==> src/rtl/link_tx_responder.sv <==
// link_tx_responder
// Grants a link to a single requester, then paces the transmission of the
// requester's packet. Each byte takes a fixed number of cycles. An
// inter-frame gap follows every packet. A grant that is not used in time
// is revoked.
//
// Parameters
//   BYTE_CYC    cycles per byte slot (1..15)
//   IFG         inter-frame gap length in cycles (1..255)
//   GO_TIMEOUT  cycles a grant may stay unused (1..255)
// Ports
//   clk          clock, all logic on the rising edge
//   rst          synchronous active-high reset
//   bool_ready   requester holds a packet
//   bool_go      requester starts its packet (single-cycle pulse)
//   pkt_len      packet length in bytes, sampled with bool_go
//   ena_n        active-low grant to the requester
//   link_busy    high while bytes are being sent
//   byte_strobe  pulse per completed byte slot
//   tx_done      pulse together with the strobe of the final byte
//   timeout_err  pulse when a grant expires without go
//   pkt_cnt      wrapping count of completed packets
module link_tx_responder #(
  parameter int BYTE_CYC   = 1,
  parameter int IFG        = 12,
  parameter int GO_TIMEOUT = 16
) (
  input  logic        clk,
  input  logic        rst,
  input  logic        bool_ready,
  input  logic        bool_go,
  input  logic [7:0]  pkt_len,
  output logic        ena_n,
  output logic        link_busy,
  output logic        byte_strobe,
  output logic        tx_done,
  output logic        timeout_err,
  output logic [15:0] pkt_cnt
);

  localparam logic [3:0] SLOT_LAST = 4'(BYTE_CYC - 1);
  localparam logic [7:0] GAP_LAST  = 8'(IFG - 1);
  localparam logic [7:0] WAIT_LAST = 8'(GO_TIMEOUT - 1);

  typedef enum logic [1:0] {IDLE, GRANT, XMIT, GAP} state_t;

  state_t      state_reg;
  logic [7:0]  wait_reg;    // cycles spent in GRANT
  logic [7:0]  rem_reg;     // bytes still to send
  logic [3:0]  slot_reg;    // cycle position inside the current byte slot
  logic [7:0]  gap_reg;     // cycles spent in GAP
  logic        ena_n_reg;
  logic        link_busy_reg;
  logic        byte_strobe_reg;
  logic        tx_done_reg;
  logic        timeout_err_reg;
  logic [15:0] pkt_cnt_reg;

  always_ff @(posedge clk) begin
    if (rst) begin
      state_reg       <= IDLE;
      wait_reg        <= '0;
      rem_reg         <= '0;
      slot_reg        <= '0;
      gap_reg         <= '0;
      ena_n_reg       <= 1'b1;
      link_busy_reg   <= 1'b0;
      byte_strobe_reg <= 1'b0;
      tx_done_reg     <= 1'b0;
      timeout_err_reg <= 1'b0;
      pkt_cnt_reg     <= '0;
    end else begin
      // Pulse outputs default low and are raised only for a single cycle.
      byte_strobe_reg <= 1'b0;
      tx_done_reg     <= 1'b0;
      timeout_err_reg <= 1'b0;
      case (state_reg)
        IDLE: begin
          if (bool_ready) begin
            state_reg <= GRANT;
            ena_n_reg <= 1'b0;
            wait_reg  <= '0;
          end
        end
        GRANT: begin
          // go wins over withdraw and over timeout in the same cycle.
          if (bool_go) begin
            if (pkt_len != 8'd0) begin
              state_reg     <= XMIT;
              rem_reg       <= pkt_len;
              slot_reg      <= '0;
              link_busy_reg <= 1'b1;
            end else begin
              // An empty packet still costs a full inter-frame gap.
              state_reg <= GAP;
              gap_reg   <= '0;
              ena_n_reg <= 1'b1;
            end
          end else if (!bool_ready) begin
            state_reg <= IDLE;
            ena_n_reg <= 1'b1;
          end else if (wait_reg == WAIT_LAST) begin
            state_reg       <= IDLE;
            ena_n_reg       <= 1'b1;
            timeout_err_reg <= 1'b1;
          end else begin
            wait_reg <= wait_reg + 8'd1;
          end
        end
        XMIT: begin
          if (slot_reg == SLOT_LAST) begin
            slot_reg        <= '0;
            byte_strobe_reg <= 1'b1;
            rem_reg         <= rem_reg - 8'd1;
            // The final strobe lands in the first GAP cycle, so link_busy
            // covers exactly pkt_len*BYTE_CYC cycles.
            if (rem_reg == 8'd1) begin
              tx_done_reg   <= 1'b1;
              pkt_cnt_reg   <= pkt_cnt_reg + 16'd1;
              state_reg     <= GAP;
              gap_reg       <= '0;
              link_busy_reg <= 1'b0;
              ena_n_reg     <= 1'b1;
            end
          end else begin
            slot_reg <= slot_reg + 4'd1;
          end
        end
        GAP: begin
          if (gap_reg == GAP_LAST) begin
            state_reg <= IDLE;
          end else begin
            gap_reg <= gap_reg + 8'd1;
          end
        end
        default: state_reg <= IDLE;
      endcase
    end
  end

  assign ena_n       = ena_n_reg;
  assign link_busy   = link_busy_reg;
  assign byte_strobe = byte_strobe_reg;
  assign tx_done     = tx_done_reg;
  assign timeout_err = timeout_err_reg;
  assign pkt_cnt     = pkt_cnt_reg;

endmodule

==> config.mk <==
export PLATFORM = sky130hd
export DESIGN_NAME = link_tx_responder
export DESIGN_NICKNAME = d
export VERILOG_FILES = /design/src/rtl/link_tx_responder.sv
export SDC_FILE = /design/constraint.sdc
export NUM_CORES = 1
export LEC_CHECK = 0
export ABC_AREA = 1
export CAP_MARGIN = 20
export CORE_AREA = 5 5 68 101
export CTS_CLUSTER_DIAMETER = 200
export DETAILED_ROUTE_END_ITERATION = 16
export DIE_AREA = 0 0 73 106
export DONT_BUFFER_PORTS = 1
export HOLD_SLACK_MARGIN = 0.15
export PLACE_DENSITY_LB_ADDON = 0.08
export SYNTH_ARGS = -nofsm -noshare
export SYNTH_HDL_FRONTEND = slang
export SYNTH_SLANG_ARGS = --single-unit
==> constraint.sdc <==
create_clock -name clk -period 1.48 [get_ports clk]
set_input_delay 0.296 -clock clk [delete_from_list [all_inputs] [get_ports clk]]
set_output_delay 0.296 -clock clk [all_outputs]
set_load 0.1 [all_outputs]
==> reports/qor_table.md <==
| Metric | Value |
|---|---|
| Internal power of the cells | 4.122 mW |
| Number of stages on the worst hold path | 2 |
| NumNets Final | 579 |
| Clock Path Buffers | 2 |
| Register clock-pin slew on the reported worst setup and hold paths | 100 ps |
| GRT Resource Usage Total | 22.79% |
| Growth of design area from synthesis to finish | 44.10% |
| Count of unique library cells instantiated by Yosys | 33 |
| Source-to-sink clock delay at the later pin of the worst-skew pair | 320 ps |
| Crit start category | flip-flop |
| Total count of hold-check failures in the final report | 0 |
| Share of synthesized area occupied by flip-flops and latches | 33.20% |
| Final instance area | 0.004432 mm^2 |
| Initial Utilization | 51.64% |
| Remaining number of nets flagged by the antenna check after routing | 0 |
| Commonest register cell after synthesis | sky130_fd_sc_hd__dfxtp_1 |
| Relative contribution of sequential cells to total power | 23.9% |
| Residual DRC count | 0 |
| Share of the core filled with cells in the final layout | 74.41% |
| Total clock sinks | 51 |
| Mean number of vias per cell | 5.274 |
| Crit share post-route | 107.6% |
| Cell area reported after detailed placement | 0.003742 mm^2 |
| Violation count after the first detailed-route iteration | 149 |
| Unrepaired setup endpoints after global routing | yes |
| Path category of the worst min-delay check | primary input to flip-flop |
| Mapped Avg Cell Area | 6.447 um^2 |
| GRT Residual Overflow | 0 |
| Count of state elements after synthesis | 51 |
| Clock Tree Root | sky130_fd_sc_hd__clkbuf_8 |
| Maximum level of the CTS H-tree | 2 |
| First-pass DRT Iterations | 4 |
| Post-route clock skew | 9.237 ps |
| Number of filler cells placed in the layout | 492 |
| HP Start | bool_go |
| Mean routed wirelength per cell | 13.96 um |
| Maximum number of pins on one net before global-route repair | 29 |
| Dpl ws | -171.5 ps |
| # rows | 35 |
| Chip Width | 73 um |
| Power per standard cell area | 1667 mW/mm^2 |
| Detailed placement HPWL | 5822 um |
| IO Port Bufs | 0 |
| Violated checks | negative setup slack |
| Worst hold margin | 139.0 ps |
| Clock group share of total power | 16.0% |
| Final setup viols | 37 |
| Via Count | 3328 |
| Leakage component of the power | 1.889 nW |
| Library cell with the largest summed area after synthesis | sky130_fd_sc_hd__dfxtp_1 |
| Post-synth top area share | 33.20% |
| Boundary Pins | 33 |
| Comb power frac | 60.1% |
| Max Clock Freq | 628.1 MHz |
| Most common library cells after synthesis | 132 x sky130_fd_sc_hd__nand2_1, 61 x sky130_fd_sc_hd__nor2_1, 53 x sky130_fd_sc_hd__inv_1 |
| Critical path class | flip-flop to flip-flop |
| Placeable Area | 0.005956 mm^2 |
| Max-slew violation count | 0 |
| Least-Margin Pin Slew | 455.8 ps |
| Maximum resistive drop on vdd | 0.0009644 V |
| Setup slack after layout | -112.0 ps |
| Critical path data required time | 1720 ps |
| Wire length of the first global-routing pass | 14280 um |
| Ratio of cells with drive above 1 in the final layout | 38.78% |
| Total nets after synthesis | 500 |
| TritonCTS clock tree | built |
| Final critical path time including I/O delays and setup | 1592 ps |
| Proportion of register bits with asynchronous set or reset after synthesis | 0% |
| Worst path arrival time | 1830 ps |
| Total of max-cap violations | 0 |
| Total net switching power | 3.267 mW |
| Count of cells along the worst register-to-register path | 9 |
| Number of antenna cells inserted | 0 |
| Area enclosed by the die boundary | 0.007738 mm^2 |
| Remaining max-slew budget at the tightest pin | 69.33% |
| Top cells by area, synth | sky130_fd_sc_hd__dfxtp_1 33%, sky130_fd_sc_hd__nand2_1 16%, sky130_fd_sc_hd__nor2_1 7.4% |
| Via count of the first global-routing pass | 3237 |
| Run status | finished with violations |
| Post-synthesis cell area | 0.003075 mm^2 |
| Number of warning messages in the yosys log | 0 |
| Number of enable flip-flop cells after synthesis | 0 |
| Final GP Congestion | 0.8292 |
| Y dimension of the die | 106 um |
| Wire length reported by the detailed router | 8808 um |
| Top-count cell post-synth | sky130_fd_sc_hd__nand2_1 |
| TritonCTS Buffers | 5 |
| Net switching share of the total power | 44.22% |
| Sum of negative setup slack | -2327 ps |
| Biggest fanout along the worst timing path | 4 |
| Crit end category | flip-flop |
| Antenna violations before repair | 0 |
| Gate count after technology mapping | 477 |
| Number of flip-flops in the largest register | 16 |
## worst max-delay path: stages (launching register included)
cell                      delay (ps)
sky130_fd_sc_hd__dfxtp_4         380
sky130_fd_sc_hd__inv_4            70
sky130_fd_sc_hd__ha_4            170
sky130_fd_sc_hd__inv_6            60
sky130_fd_sc_hd__nor2_8          120
sky130_fd_sc_hd__nand2_4          80
sky130_fd_sc_hd__o22ai_4         200
sky130_fd_sc_hd__buf_6           140
sky130_fd_sc_hd__nand4_1         100
sky130_fd_sc_hd__a21oi_1         180
## layout make-up
class / count / area (um^2) / area share, %
multi-input combinational: 363 / 2217 / 50.03
sequential: 51 / 1081 / 24.39
timing repair buffer: 77 / 663.1 / 14.96
inverter: 58 / 242.7 / 5.477
tap: 74 / 92.59 / 2.089
clock buffer: 5 / 68.82 / 1.553
clock inverter: 3 / 66.31 / 1.496
## metrics by stage
step	power [mW]	cells
floorplan	3.847	477
global placement	4.969	609
detailed placement	5.044	609
CTS	6.615	623
global route	7.892	631
finish	7.389	631
## kinds of logic after synthesis
kind of cell | after synthesis | synth area share [%]
simple gates | 275 | 39.91
buf+inv | 66 | 8.584
xor+xnor | 9 | 2.563
flops | 51 | 33.20
fa+ha+maj | 11 | 4.475
compound gates | 65 | 11.27
## per-layer routing
metal | vias up | wire (um) | track usage [%]
met5 | - | 0 | 0
met4 | 0 | 182 | 8.575
met3 | 17 | 350 | 3.217
met2 | 63 | 4828 | 42.25
met1 | 1544 | 3446 | 25.20
li1 | 1704 | - | -
## power by group through the flow
stage	Sequential [mW]	Clock, mW	Combinational [mW]
after floorplan	1.92	0	1.93
after global placement	1.73	0	3.24
after detailed placement	1.74	0	3.30
after CTS	1.74	1.20	3.68
after global routing	1.80	1.25	4.84
final	1.76	1.18	4.44
## placed cells by master (no fill, tap or decap), drive strengths merged
cell type      n
o22ai          2
a21oi         33
dlygate4sd3    1
xor2           8
clkbuf         5
nand2        141
nor3          16
nor4           2
a31oi          2
buf           76
nor2          69
o21bai         1
nand3         38
bufinv         2
inv           59
or2            1
nand4          9
o21ai         27
ha            11
dfxtp         51
xnor2          1
nor3b          2
## worst paths after layout
check / endpoint / slack (ps)
worst max-delay path: wait_reg[5]$_SDFFE_PP0P_ / -110
worst min-delay path: link_busy$_SDFFE_PP0P_ / 140
worst max register to register: wait_reg[5]$_SDFFE_PP0P_ / -110
worst min register to register: link_busy$_SDFFE_PP0P_ / 480
## timing repair
item / in CTS / in global routing
pin swaps: 25 / 30
cloned: 4 / 0
endpoints found under the hold margin: 25 / 25
setup endpoints to repair: 49 / 49
setup buffers: 3 / 7
gates resized for setup: 65 / 78
Power figures use the tool's default switching activity.
